--- src/rtl/seg7_scan_driver.sv ---
`default_nettype none
// ============================================================================
//  Module   : seg7_scan_driver
//  Purpose  : Time-multiplexed four-digit seven-segment driver for a
//             common-anode display. Latches one packed BCD word per refresh
//             frame, so all four digits of a frame come from the same value.
//             Each nibble is decoded to an active-low segment pattern.
//  Ports    : clk     - system clock
//             rst_n   - asynchronous active-low reset
//             bcd_in  - packed BCD {thousands, hundreds, tens, ones}
//             dp_in   - decimal-point request per digit, active-high
//             an      - digit enables, active-low, an[0] = ones digit
//             seg     - segments {g,f,e,d,c,b,a}, active-low
//             dp      - decimal point, active-low
//  Macro    : SEG7_LEADING_ZERO_BLANK_EN - blank leading zero digits 1..3
//  Revision : 1.0 - initial release
// ============================================================================
module seg7_scan_driver #(
   parameter int unsigned REFRESH_DIV = 100000
) (
   input  logic        clk,
   input  logic        rst_n,
   input  logic [15:0] bcd_in,
   input  logic [3:0]  dp_in,
   output logic [3:0]  an,
   output logic [6:0]  seg,
   output logic        dp
);

   localparam int unsigned    CNT_W   = (REFRESH_DIV > 1) ? $clog2(REFRESH_DIV) : 1;
   localparam logic [CNT_W-1:0] CNT_MAX = CNT_W'(REFRESH_DIV - 1);

   localparam logic [6:0] SEG_BLANK = 7'b1111111;
   localparam logic [6:0] SEG_DASH  = 7'b0111111;

   logic [CNT_W-1:0] cnt_q, cnt_d;
   logic [1:0]       idx_q, idx_d;
   logic [15:0]      shadow_q, shadow_d;
   logic [3:0]       dp_shadow_q, dp_shadow_d;
   logic [3:0]       an_q, an_d;
   logic [6:0]       seg_q, seg_d;
   logic             dp_q, dp_d;

   logic             tick;
   logic [3:0]       nibble;
   logic [3:0]       blank;

   function automatic logic [6:0] decode(input logic [3:0] v);
      case (v)
         4'd0:    decode = 7'b1000000;
         4'd1:    decode = 7'b1111001;
         4'd2:    decode = 7'b0100100;
         4'd3:    decode = 7'b0110000;
         4'd4:    decode = 7'b0011001;
         4'd5:    decode = 7'b0010010;
         4'd6:    decode = 7'b0000010;
         4'd7:    decode = 7'b1111000;
         4'd8:    decode = 7'b0000000;
         4'd9:    decode = 7'b0010000;
         default: decode = SEG_DASH;
      endcase
   endfunction

   assign tick   = (cnt_q == CNT_MAX);
   assign nibble = shadow_q[{idx_q, 2'b00} +: 4];

`ifdef SEG7_LEADING_ZERO_BLANK_EN
   // blank[i]: every nibble from i up to 3 is zero. Chained from the top so
   // any non-zero nibble (invalid codes included) stops blanking below it.
   // Digit 0 always shows something.
   assign blank[3] = (shadow_q[15:12] == 4'd0);
   assign blank[2] = blank[3] & (shadow_q[11:8] == 4'd0);
   assign blank[1] = blank[2] & (shadow_q[7:4]  == 4'd0);
   assign blank[0] = 1'b0;
`else
   assign blank = 4'b0000;
`endif

   always_comb begin
      cnt_d       = tick ? '0 : cnt_q + 1'b1;
      idx_d       = tick ? idx_q + 2'd1 : idx_q;
      shadow_d    = shadow_q;
      dp_shadow_d = dp_shadow_q;
      // Frame boundary: last cycle of digit 3. Only here is bcd_in sampled.
      if (tick && (idx_q == 2'd3)) begin
         shadow_d    = bcd_in;
         dp_shadow_d = dp_in;
      end
      // Outputs reflect the current idx/shadow, i.e. lag idx by one clock.
      an_d  = ~(4'b0001 << idx_q);
      seg_d = blank[idx_q] ? SEG_BLANK : decode(nibble);
      dp_d  = ~dp_shadow_q[idx_q];
   end

   always_ff @(posedge clk or negedge rst_n) begin
      if (!rst_n) begin
         cnt_q       <= '0;
         idx_q       <= 2'd0;
         shadow_q    <= 16'h0000;
         dp_shadow_q <= 4'b0000;
         an_q        <= 4'b1111;
         seg_q       <= SEG_BLANK;
         dp_q        <= 1'b1;
      end else begin
         cnt_q       <= cnt_d;
         idx_q       <= idx_d;
         shadow_q    <= shadow_d;
         dp_shadow_q <= dp_shadow_d;
         an_q        <= an_d;
         seg_q       <= seg_d;
         dp_q        <= dp_d;
      end
   end

   assign an  = an_q;
   assign seg = seg_q;
   assign dp  = dp_q;

endmodule
`default_nettype wire

--- config.mk ---
export PLATFORM = sky130hd
export DESIGN_NAME = seg7_scan_driver
export DESIGN_NICKNAME = d
export VERILOG_FILES = /design/src/rtl/seg7_scan_driver.sv
export SDC_FILE = /design/constraint.sdc
export NUM_CORES = 1
export LEC_CHECK = 0
export CORE_ASPECT_RATIO = 0.5
export CORE_MARGIN = 4
export CORE_UTILIZATION = 25
export DETAILED_ROUTE_END_ITERATION = 8
export PLACE_DENSITY = 0.44
export SETUP_SLACK_MARGIN = 0.05
export SYNTH_ARGS = -nofsm -noshare
export SYNTH_HDL_FRONTEND = slang
export SYNTH_SLANG_ARGS = --single-unit
--- constraint.sdc ---
create_clock -name clk -period 5.7 [get_ports clk]
set_input_delay 1.14 -clock clk [delete_from_list [all_inputs] [get_ports clk]]
set_output_delay 1.14 -clock clk [all_outputs]
set_load 0.01 [all_outputs]
Word-level counts from Yosys, hierarchy flattened
Memories as Yosys holds them, arrays and structs flattened. A register that Yosys moved wholly into a read port is not among the register bits.
Index checks and enable logic that the tools add are counted.
- bits of input ports: 22
- output and inout port bits: 12
- ROM bits: 112
- register bits: 44
- logic and storage cells: 21
- memories: 1
- memories (name ; words ; width ; rd ports ; clocked after memory_dff ; write ports ; RTL line ; source):
    (name not given) ; 16 ; 7 ; 1 ; 1 ; 0 ; 49 ; case (v)
- reduce and logical (&&, ||, !) cells: 2
- shift operators: 2
- $lt $le $gt $ge: 1
- eq/ne operators: 2
- add/sub/neg operators: 2
- mux-type cells: 3
- bitwise logic cells: 2
- operators by type and width (cell ; count):
    17-bit by 1-bit adder with 17-bit output (second input constant) ; 1
    17-bit equality test (second input constant) ; 1
    17-bit 2-to-1 mux ; 1
    16-bit by 5-bit variable part select with 4-bit output ; 1
    4-bit inverter ; 1
    1-bit by 2-bit left shift with 4-bit output (first input constant) ; 1
    2-bit by 3-bit < comparator with 1-bit output (second input constant) ; 1
    2-bit by 1-bit adder with 2-bit output (second input constant) ; 1
    1-bit binary-select mux with 2-bit select ; 1
    2-bit equality test (second input constant) ; 1
    1-bit logical AND ; 1
    1-bit zero test ; 1
    1-bit 2-to-1 mux ; 1
    1-bit inverter ; 1

Longest topological paths before layout
Gate-level depths: netlist of the first run.
- word-level depth: 3
- depth in mapped cells: 6
- gate-level depth less buffers: 5

Worst setup path after synthesis of the first run
No wires, ideal clock.
- path type: register to register
- from: register cnt_q[13]
- to: register dp_shadow_q[0]
- data arrival time: 1693 ps
- stages on the path, launching flop included: 6
- required time: 5575 ps
- slack: 3882 ps
- setup time: 125 ps
- period minus slack after synthesis: 1818 ps
- buffers on the path: 1
- cell sequence: dfrtp_1 -> or4b_4 -> nor4_4 -> nand3_2 -> buf_6 -> mux2_4
- longest elaborated chain between the ends: 2
- RTL lines (what ; RTL line ; source):
    from (decl) ; 36 ; logic [CNT_W-1:0] cnt_q, cnt_d;
    from (signal assigned) ; 105 ; cnt_q <= cnt_d;
    17-bit equality test ; 64 ; assign tick = (cnt_q == CNT_MAX);
    1-bit logical AND ; 85 ; if (tick && (idx_q == 2'd3)) begin
    to (signal assigned) ; 108 ; dp_shadow_q <= dp_shadow_d;
    to (decl) ; 39 ; logic [3:0] dp_shadow_q, dp_shadow_d;
No other way between the ends.
A chain may end at the register's enable or synchronous reset.

Final worst setup path of the first run
- from: register cnt_q[0]
- to: register shadow_q[5]
- longest elaborated chain between the ends: 2
- RTL lines (what ; RTL line ; source):
    17-bit equality test ; 64 ;
    1-bit logical AND ; 85 ;
    to (signal assigned) ; 107 ; shadow_q <= shadow_d;
    to (decl) ; 38 ; logic [15:0] shadow_q, shadow_d;
No other way between the ends.

==> flow_summary.yaml, run 1 <==
outcome:
  status: "finished clean"
final_layout:
  finish.utilization: 0.323
  num_antenna_cells: 0
  finish.net_count: 254
  post_route_cells_drive_above_1_share: 0.234
  area.growth.synth_to_final_pct: 25.3
logic_synthesis:
  synth_ff_type: "dfrtp_1"
  ys_warn_count: 0
  syn-cell-area_um2: 2440
  yosys.cell_count.top_type: "dfrtp_1"
  ys_ff_latch: 51
  synth.net_count: 219
  synth.top_cells.by_area: "dfrtp_1 40%, dfstp_2 13%, mux2_4 12%"
  netlist-cell-type-count: 34
  synth_area_leader_cell: "dfrtp_1"
  yosys.area.top_type_share: 0.400
  syn_area_per_cell_um2: 13.1
  synth_enable_flop_cells: 0
  yosysSeqAreaShare: 0.530
  post_synth_most_frequent_cells: "39 x dfrtp_1, 20 x mux2_4, 16 x nor2_1"
  synth_async_sr_flop_share: 1.00
  netlist_instances: 186
route:
  drt-total-wl_um: 4350
  route.detailed.wl_per_inst_um: 12.2
  firstDrtPassIters: 4
  detail_route.iter0.violations: 137
  postRouteAntennaNets: 0
  drc: 0
  route.vias.total: 1455
  route.detailed.vias_per_inst: 4.08
grt:
  globalRouteOverflowTotal: 0
  grt_pass1_wl_um: 7570
  grt_start_max_net_pins: 52
  antenna_found_initial: 0
  gr-usage-all-layers: 0.0836
  first_global_vias: 1560
place:
  detailedPlacementHpwl_um: 3180
  globalplace.congestion: 0.744
  port-buffer-count: 33
clock_network:
  cts_hold_buf: 0
  clock_sinks: 51
  postCtsResizedCells: 0
  clkLatencyLatePin_ns: 0.28
  ctsLongestPathBuffers: 2
  tritoncts.num_buffers: 5
  cts-root-buf: "clkbuf_16"
  post_cts_buffers: 0
  clk_pin_slew_worst_paths_ns: 0.06
  ctsHtreeMaxLevel: 2
  cts_tree: "yes"
pwr:
  vdd_drop_max_uv: 95.0
  power_leakage_uw: 0.00134
  power-per-cell-area_nw_per_um2: 245
worst_setup_path:
  crit_type: "register to register"
  timing.critical_path.fanout_max: 20
  required_ns: 5.87
  worst_path_cell_trace: "ha_1 > nand3_1 > nor4_2 > nand3_2 > mux2_4"
  endpoint_kind: "register"
  critPathSlowestCell: "nand3_2"
  worstRegToRegCells: 5
  crit_path_max_incr_delay_ns: 0.65
  worstSetupStartpointType: "register"
  critical_path_arrival_ns: 2.63
floorplan:
  floorplan.core_area_um2: 9480
  die-height_um: 77.8
  placementRows: 25
  design.die.area_um2: 11500
  io_pins: 34
  initial_core_util: 0.257
  die_width_um: 148
timing:
  grt_setup_unrepaired: "false"
  timing.setup.tns_ns: 0
  timing.final.hold_violations: 0
  timing.final.crit_share: 0.433
  tightest_slew_ns: 0.724
  setup_violations: 0
  layout_min_cycle_time_ns: 2.47
  max_freq_ghz: 0.405
  maximum_clock_skew_at_final_layout_ns: 0.00237
  timing_max_transition_violations_final: 0
  slew_headroom: 0.517
worst_hold_path:
  hold-path-cell-count: 1
  worst_hold_path_type: "register to register"
job:
  max_cap_viol_count: 0
report_power, final:
group / internal [uW] / switching, uW / leakage (uW)
Sequential: 377 / 5.76 / 0.000610
Clock: 187 / 120 / 0.0000772
Combinational: 36.0 / 22.4 / 0.000652
Total: 600 / 148 / 0.00134
metrics by stage:
step	area [um2]	hold WS (ns)	instances	power, uW	setup WS, ns
final	3060	0.454	357	748	3.23
after global routing	3060	0.468	357	792	3.03
after global placement	2900	0.445	349	448	3.28
after detailed placement	2900	0.449	349	450	3.20
after CTS	3060	0.458	357	769	3.18
after floorplan	2440	0.433	186	413	3.88
registers in the layout, summed over array words and instances, names as in the netlist:
register and count:
cnt_q 17, shadow_q 16, dp 1, dp_shadow_q 4, an 4, idx_q 2
seg 7
worst paths after layout:
path / slack (ns) / endpoint / start
setup reg to reg: 3.23 / shadow_q[5]$_DFFE_PN0P_ / cnt_q[0]$_DFF_PN0_
hold reg to reg: 0.45 / cnt_q[0]$_DFF_PN0_ / cnt_q[0]$_DFF_PN0_
setup / recovery: 3.23 / shadow_q[5]$_DFFE_PN0P_ / cnt_q[0]$_DFF_PN0_
min in group asynchronous: 0.95 / cnt_q[15]$_DFF_PN0_ / rst_n
max in group asynchronous: 4.33 / cnt_q[0]$_DFF_PN0_ / rst_n
hold / removal: 0.45 / cnt_q[0]$_DFF_PN0_ / cnt_q[0]$_DFF_PN0_
cells in the final DEF (no fill, tap or decap):
| cell | instances |
|---|---|
| a2bb2oi_1 | 1 |
| dfrtp_1 | 39 |
| clkbuf_1 | 1 |
| or2_2 | 1 |
| nand2b_1 | 1 |
| xor2_1 | 6 |
| and2_2 | 1 |
| nor4_1 | 2 |
| nand2_1 | 10 |
| o31a_1 | 1 |
| nor2b_1 | 1 |
| o311ai_0 | 2 |
| nand3_2 | 1 |
| ha_1 | 11 |
| clkbuf_8 | 2 |
| nor4_4 | 1 |
| and4_1 | 1 |
| nor2_1 | 16 |
| mux4_2 | 5 |
| nor4_2 | 1 |
| or2_1 | 1 |
| o21ai_0 | 4 |
| nand3_1 | 5 |
| buf_2 | 1 |
| nor3_1 | 3 |
| xnor2_1 | 10 |
| or4b_4 | 1 |
| clkdlybuf4s50_1 | 32 |
| buf_4 | 1 |
| inv_1 | 12 |
| or3_1 | 3 |
| a21oi_1 | 3 |
| a32oi_1 | 1 |
| nand4_1 | 4 |
| clkbuf_16 | 5 |
| dfstp_2 | 12 |
| mux2_4 | 20 |
worst max-delay path, delay by kind of cell (launching register included):
| family | cells | cell delay (ns) |
|---|---|---|
| and+or+nand+nor | 3 | 1.25 |
| muxes | 1 | 0.52 |
| DFF | 1 | 0.36 |
| adders and majority gates | 1 | 0.21 |
area by class of cell:
type	count	area, um2
multi-input combinational	117	1060
fill	945	6420
inverter	12	45.0
timing repair buffer	34	333
sequential	51	1290
tap	135	169
clock buffer	8	156
per-layer routing:
metal / vias up / part of all wire / track usage
li1: 709 / - / -
met1: 711 / 0.43 / 0.100
met2: 28 / 0.50 / 0.138
met3: 7 / 0.048 / 0.0292
met4: 0 / 0.018 / 0.0335
met5: - / 0 / 0
logic make-up (layout without fill, tap and decap cells):
family | Yosys count | in the layout | share of synthesized area
flip-flops | 51 | 51 | 0.530
AO/OA/AOI/OAI | 12 | 12 | 0.0323
multiplexers | 25 | 25 | 0.169
buffers and inverters | 18 | 54 | 0.0349
adder cells (fa/ha/maj) | 11 | 11 | 0.0564
XOR/XNOR | 16 | 16 | 0.0575
AND/OR/NAND/NOR | 53 | 53 | 0.120
Note: power is estimated with default switching activity, not from simulation.
==> run 2: changes to the inputs <==
- clock period: 5.7 -> 2.45 ns (I/O delays scaled with it)
==> run 2 against run 1 <==
Cell count increased by 0.28%. Sequential power is 130% higher. Via count rose by 1.1%. Worst setup slack got worse by 2.8 ns. Global-route usage up 0.25 points. Critical path depth is 1 higher. First-iteration DRC count shrank 27%. Die area unchanged.
==> flow_summary.yaml, run 2 (synthesis gave the netlist of run 1 again) <==
final_layout:
  largest_register_ffs: 17
  finish.utilization: 0.323
  num_antenna_cells: 0
  mostFrequentLayoutCells: "39 x dfrtp_1, 32 x clkdlybuf4s50_1, 20 x mux2_4"
  post_route_cells_drive_above_1_share: 0.238
  layout.cells.most_common: "dfrtp_1"
  finish.instance_area_um2: 3060
  largest-register: "cnt_q"
  area.growth.synth_to_final_pct: 25.7
  finish.net_count: 255
pwr:
  vdd_drop_max_uv: 223
  power_leakage_uw: 0.00134
  power-per-cell-area_nw_per_um2: 573
job:
  max_cap_viol_count: 0
timing:
  finalHoldWorstSlack_ns: 0.307
  setup_violations: 0
  timing.final.hold_violations: 0
  slew_headroom: 0.575
  timing.final.crit_share: 0.826
  timing_max_transition_violations_final: 0
  layout_min_cycle_time_ns: 2.02
  max_freq_ghz: 0.494
  maximum_clock_skew_at_final_layout_ns: 0.00453
  tightest_slew_ns: 0.638
  grt_setup_unrepaired: "false"
  timing.setup.tns_ns: 0
clock_network:
  clk_pin_slew_worst_paths_ns: 0.06
  cts_hold_buf: 0
  clkLatencyLatePin_ns: 0.29
  clock_sinks: 51
  cts-root-buf: "clkbuf_16"
  postCtsResizedCells: 0
  ctsLongestPathBuffers: 2
  post_cts_buffers: 0
  tritoncts.num_buffers: 5
  ctsHtreeMaxLevel: 2
  cts_tree: "yes"
grt:
  gr-usage-all-layers: 0.0861
  grt_pass1_wl_um: 7830
  grt_start_max_net_pins: 52
  globalRouteOverflowTotal: 0
  antenna_found_initial: 0
  first_global_vias: 1537
route:
  postRouteAntennaNets: 0
  drc: 0
  route.detailed.vias_per_inst: 4.11
  drt-total-wl_um: 4590
  detail_route.iter0.violations: 100
  route.detailed.wl_per_inst_um: 12.8
  firstDrtPassIters: 4
  route.vias.total: 1471
worst_setup_path:
  critPathSlowestCell: "nor4_2"
  timing.critical_path.fanout_max: 20
  required_ns: 2.62
  crit_type: "register to register"
  critical_path_arrival_ns: 2.20
  worst_path_cell_trace: "ha_1 > nand3_1 > nor4_2 > nand3_2 > buf_4 > mux2_4"
  worstSetupStartpointType: "register"
  endpoint_kind: "register"
  crit_path_max_incr_delay_ns: 0.43
  worstRegToRegCells: 6
floorplan:
  design.die.area_um2: 11500
  die-height_um: 77.8
  io_pins: 34
  initial_core_util: 0.257
  placementRows: 25
  floorplan.core_area_um2: 9480
  die_width_um: 148
outcome:
  status: "finished clean"
place:
  detailedPlacementHpwl_um: 3250
  port-buffer-count: 33
  placed_cell_areas_um2: 2910
  globalplace.congestion: 0.763
worst_hold_path:
  worst_hold_path_type: "input port to async pin"
-- run 2: stage by stage --
stage                     power, uW  std cells  setup WS (ns)
after global placement         1040        350          0.453
after detailed placement       1050        350          0.426
final                          1760        358          0.427
after floorplan                 961        186          0.632
after CTS                      1790        358          0.417
after global routing           1840        358          0.228
-- run 2: worst paths after layout --
check / start / to / slack (ns)
max reg2reg: cnt_q[0]$_DFF_PN0_ / shadow_q[1]$_DFFE_PN0P_ / 0.43
min in group clk: cnt_q[0]$_DFF_PN0_ / cnt_q[0]$_DFF_PN0_ / 0.46
min reg2reg: cnt_q[0]$_DFF_PN0_ / cnt_q[0]$_DFF_PN0_ / 0.46
max in group asynchronous: rst_n / cnt_q[14]$_DFF_PN0_ / 1.71
min: rst_n / cnt_q[2]$_DFF_PN0_ / 0.31
max: cnt_q[0]$_DFF_PN0_ / shadow_q[1]$_DFFE_PN0P_ / 0.43
-- run 2: layout make-up --
class                      count  area [um2]
fill                         969        6410
sequential                    51        1290
timing repair buffer          35         340
clock buffer                   8         156
multi-input combinational    117        1060
inverter                      12        45.0
tap                          135         169
-- run 2: power breakdown --
| part | total [uW] | internal (uW) | switching (uW) | leakage, uW |
|---|---|---|---|---|
| Sequential | 891 | 877 | 14.2 | 0.000610 |
| Combinational | 137 | 83.8 | 52.7 | 0.000656 |
| Clock | 727 | 435 | 292 | 0.0000772 |
| Total | 1760 | 1400 | 359 | 0.00134 |
-- run 2: routing by layer --
metal / wire length, um / share of wire / GRT usage / vias up
met1: 2100 / 0.46 / 0.108 / 739
met4: 57 / 0.012 / 0.0307 / 0
met5: 0 / 0 / 0 / -
li1: - / - / - / 713
met2: 2280 / 0.50 / 0.140 / 14
met3: 154 / 0.034 / 0.0274 / 5
-- run 2: worst max-delay path: cells and delay by family (launching register included) --
kind	cells	cell delay (ns)
AND/OR/NAND/NOR	3	0.72
flip-flops	1	0.37
multiplexers	1	0.33
buffers and inverters	1	0.26
adder cells (fa/ha/maj)	1	0.21
==> variant 1, RTL diff (config.mk and constraints of run 2) <==
The parameter `REFRESH_DIV` goes from 100000 to 400000.
--- a/src/rtl/seg7_scan_driver.sv
+++ b/src/rtl/seg7_scan_driver.sv
@@ -16,7 +16,7 @@
 //  Revision : 1.0 - initial release
 // ============================================================================
 module seg7_scan_driver #(
-   parameter int unsigned REFRESH_DIV = 100000
+   parameter int unsigned REFRESH_DIV = 400000
 ) (
    input  logic        clk,
    input  logic        rst_n,
Formal check against the unedited RTL: same outputs for any inputs over 10 cycles, from zero or initial values and one cycle with rst_n low; that may be too few to reach the edited logic, so the function may still have changed.
==> variant 1 against run 2 <==
  * Sequential cell count rose by 2
  * Cell area rose by 1.4%
  * Die area barely moved
  * Area after synthesis fell by 0.10%
  * Largest cell class unchanged
  * Routed wire length rose by 2.7%
  * Count of clock-buffer cells in the layout fell by 1
  * Highest routed layer unchanged
  * Worst setup slack improved by 47 ps
  * Critical path type unchanged
Power is not compared: it rests on default switching activity, and its combinational part moved more than twofold at a synthesized area within 25%.
==> variant 1: results (changes against run 2) <==
| Metric | Value |
|---|---|
| Syn nets | `230 (was 219)` |
| Min Hold Slack | `252 ps (was 307 ps)` |
| DRT iter0 DRCs | `87 (was 100)` |
| Worst path max stage delay | `390 ps (was 430 ps)` |
| Share of cells above drive strength 1 | `0.134 (was 0.238)` |
| Placed instance count | `365 (was 350)` |
| Synth Area in Adders | `0.0514 (was 0.0564)` |
| First-pass GRT wire length | `8040 um (was 7830 um)` |
| Synth unique cells | `38 (was 34)` |
| Fill cells | `967 (was 969)` |
| Nets | `269 (was 255)` |
| Complex-gate fraction of the synthesized area | `0.0431 (was 0.0323)` |
| Slew headroom | `0.526 (was 0.575)` |
| Vias in the first global route | `1,645 (was 1,537)` |
| Crit path time final | `1980 ps (was 2020 ps)` |
| GRT Util Overall | `0.0868 (was 0.0861)` |
| Syn avg cell area | `12.3 sq um (was 13.1 sq um)` |
| Largest cells by area after synthesis | `dfrtp_1, dfstp_2, mux2_1 (was dfrtp_1, dfstp_2, mux2_4)` |
| HPWL Detailed | `3470 um (was 3250 um)` |
| Top cell type's share of synthesized area | `0.421 (was 0.400)` |
| Internal reg-to-reg setup slack | `470 ps (was 430 ps)` |
| Dpl ws | `458 ps (was 426 ps)` |
| Post-Synth XOR/XNOR Area | `0.0575 (about the same)` |
| Total wire length | `4710 um (was 4590 um)` |
| Detailed Routing Iterations Pass 1 | `2 (was 4)` |
| Register area share after synthesis | `0.551 (was 0.530)` |
| Slowest stage cell on the critical path | `dfrtp_1 (was nor4_2)` |
| Wirelength per Cell | `12.6 um (was 12.8 um)` |
| Largest register FFs | `19 (was 17)` |
| Outcome | `finished, final reports clean (unchanged)` |
| Top cells by count, synth | `dfrtp_1, mux2_1, nor2_1, inv_1, dfstp_2 (was dfrtp_1, mux2_4, nor2_1, dfstp_2, inv_1)` |
| Largest net degree at the start of global routing | `33 (was 52)` |
| Crit path arrival time | `2150 ps (was 2200 ps)` |
## variant 1: changes by cell type after synthesis, sizes merged, moves of 2 or more
cell and change:
inv +3, and3 +4, a21oi +2, dfrtp +2
nand3 +2, nand2 -2
## variant 1: final timing paths
check,start,end
worst max-delay path,cnt_q[0],shadow_q[13]
worst min-delay path,rst_n,shadow_q[13]
worst max register to register,cnt_q[0],shadow_q[13]
worst min register to register,shadow_q[8],shadow_q[8]
max in group asynchronous,rst_n,an[3]
min in group clk,shadow_q[8],shadow_q[8]
## variant 1: per-stage QoR
stage,instance area (sq um),util,power (mW)
floorplan,2440,-,0.892
global placement,2930,0.310,0.946
detailed placement,2930,0.310,0.947
CTS,3110,0.328,1.78
global route,3110,0.328,1.82
finish,3110,0.328,1.75
## variant 1: power groups by stage
stage                     clock [mW]  combinational, mW  sequential, mW
after floorplan                    0           0.000300           0.892
after global placement             0             0.0545           0.892
after detailed placement           0             0.0550           0.892
after CTS                      0.854             0.0550           0.875
after global routing           0.891             0.0590           0.875
final                          0.827             0.0522           0.875
## variant 1: cell type report
cell class,count,area share
Clock buffer,7,0.0459
Inverter,15,0.0181
Sequential cell,53,0.432
Tap cell,135,0.0544
Clock inverter,1,0.00967
Timing Repair Buffer,37,0.114
Multi-Input combinational cell,125,0.326
## variant 1: critical path, delay by kind of cell, from the launching register on
kind          cells  cell delay [ps]
fa+ha+maj         1              210
buf+inv           1              270
flops             1              390
mux               1              370
simple gates      3              610
## variant 1: routing by layer
layer | track usage | part of all wire | wire length (um)
met4 | 0.0251 | 0.010 | 48
met1 | 0.112 | 0.48 | 2250
met2 | 0.144 | 0.49 | 2290
met5 | 0 | 0 | 0
met3 | 0.0222 | 0.028 | 130
==> variant 2, RTL diff (flow settings as in run 2) <==
Without the edit above. Make the reset (`rst_n`) synchronous in one clocked block. Comments in the files are not updated.
--- a/src/rtl/seg7_scan_driver.sv
+++ b/src/rtl/seg7_scan_driver.sv
@@ -92,7 +92,7 @@
       dp_d  = ~dp_shadow_q[idx_q];
    end
 
-   always_ff @(posedge clk or negedge rst_n) begin
+   always_ff @(posedge clk) begin
       if (!rst_n) begin
          cnt_q       <= '0;
          idx_q       <= 2'd0;
Formal check against the unedited RTL: differs if rst_n is asserted again (counterexample within 4 cycles, from zero or initial values and one cycle with rst_n low); with rst_n held inactive, the same outputs for 10 cycles.
==> variant 2 against run 2 <==
  * Total power down 9.7%
  * Clock skew increased by 2.2 ps
  * Worst hold slack improved by 150 ps
  * Global-route usage grew 1.2 points
  * Critical path depth is 1 higher
  * Cell area decreased by 7.6%
  * Worst setup slack gained 65 ps
  * Area after synthesis shrank 8.7%
  * First-iteration DRC count rose by 52%
  * Routed wire length grew 5.6%
  * Combinational power decreased by 44%
  * Sequential cell count did not move
==> variant 2: results (changes against run 2) <==
| Metric | Value |
|---|---|
| FF-to-FF Start | `idx_q[1] (was cnt_q[0])` |
| R2r worst-path depth | `7 (was 6)` |
| DRT iter0 DRCs | `152 (was 100)` |
| Min Hold Slack | `457 ps (was 307 ps)` |
| Share of cells above drive strength 1 | `0.0893 (was 0.238)` |
| Critical path's top delay family | `multiplexers (was simple AND/OR/NAND/NOR gates)` |
| Largest cells by area after synthesis | `dfxtp_1, a21oi_1, o21ai_0 (was dfrtp_1, dfstp_2, mux2_4)` |
| Routing usage on met3 | `0.0247 (was 0.0274)` |
| GPL Wtd Cong | `0.714 (was 0.763)` |
| FF-to-FF End | `seg[4] (was shadow_q[1])` |
| Clock network area share | `0.0495 (was 0.0510)` |
| Nets | `312 (was 255)` |
| IR drop worst, VDD | `0.252 mV (was 0.223 mV)` |
| Outcome | `finished, final reports clean (unchanged)` |
| GR Util met1 | `0.119 (was 0.108)` |
| Fraction of area in registers | `0.361 (was 0.421)` |
| Mux share of post-synthesis cell area | `0.0601 (was 0.169)` |
| Largest net degree at the start of global routing | `24 (was 52)` |
| Synth Area in Adders | `0.0618 (was 0.0564)` |
| Top cells by count, synth | `dfxtp_1, a21oi_1, o21ai_0, nand3_1, nor2_1 (was dfrtp_1, mux2_4, nor2_1, dfstp_2, inv_1)` |
| Syn avg cell area | `8.98 sq um (was 13.1 sq um)` |
| First-pass GRT wire length | `8380 um (was 7830 um)` |
| NonClk Buf Share | `0.135 (was 0.111)` |
| Wirelength per Cell | `12.2 um (was 12.8 um)` |
| Worst hold-check path type | `reg2reg (was in2async)` |
| GRT Util Overall | `0.0982 (was 0.0861)` |
| HPWL Detailed | `3550 um (was 3250 um)` |
| Worst path max stage delay | `590 ps (was 430 ps)` |
| Synth unique cells | `29 (was 34)` |
| Fill cells | `889 (was 969)` |
| Met3 routed WL | `185 um (was 154 um)` |
| Crit path arrival time | `2130 ps (was 2200 ps)` |
| Slowest stage cell on the critical path | `dfxtp_1 (was nor4_2)` |
| Cell Area, Placed | `2690 sq um (was 2910 sq um)` |
| DRT met1 WL | `2220 um (was 2100 um)` |
| Worst Skew | `6.74 ps (was 4.53 ps)` |
| Syn nets | `281 (was 219)` |
| Routed wl met2 | `2410 um (was 2280 um)` |
| Internal reg-to-reg setup slack | `490 ps (was 430 ps)` |
| Multi-input gates | `170 (was 117)` |
| Clock buffer cells | `5 (was 8)` |
| Slew @ Worst Pin | `510 ps (was 638 ps)` |
| Leak | `0.946 nW (was 1.34 nW)` |
## variant 2: where the power goes
part           total (mW)  switching [mW]  internal [mW]
sequential          0.844         0.00530          0.839
combinational      0.0774          0.0291         0.0483
clock               0.663           0.290          0.373
total                1.59           0.325           1.26
## variant 2: worst max-delay path by stage
stage	startpoint	to	slack, ps	cells after the start
after floorplan	idx_q[0]	seg[4]	480	8
after global placement	idx_q[0]	seg[5]	530	5
after detailed placement	idx_q[1]	seg[4]	490	7
after CTS	idx_q[1]	seg[4]	480	7
after global routing	idx_q[0]	seg[2]	370	5
final	idx_q[1]	seg[4]	490	7
## variant 2: per-stage QoR
step,worst slack (ps),instances,util
5_1_grt,370,397,0.326
6_report,491,397,0.326
3_3_place_gp,532,389,0.310
2_1_floorplan,482,248,-
4_1_cts,475,397,0.326
3_5_place_dp,488,389,0.310
## variant 2: worst register-to-register path, stage by stage, from the launching register on
cell and delay (ps):
dfxtp_1 590, mux4_2 450, inv_1 140, ha_1 180, inv_1 40, mux2_2 250, mux2i_1 130, nand2_1 60
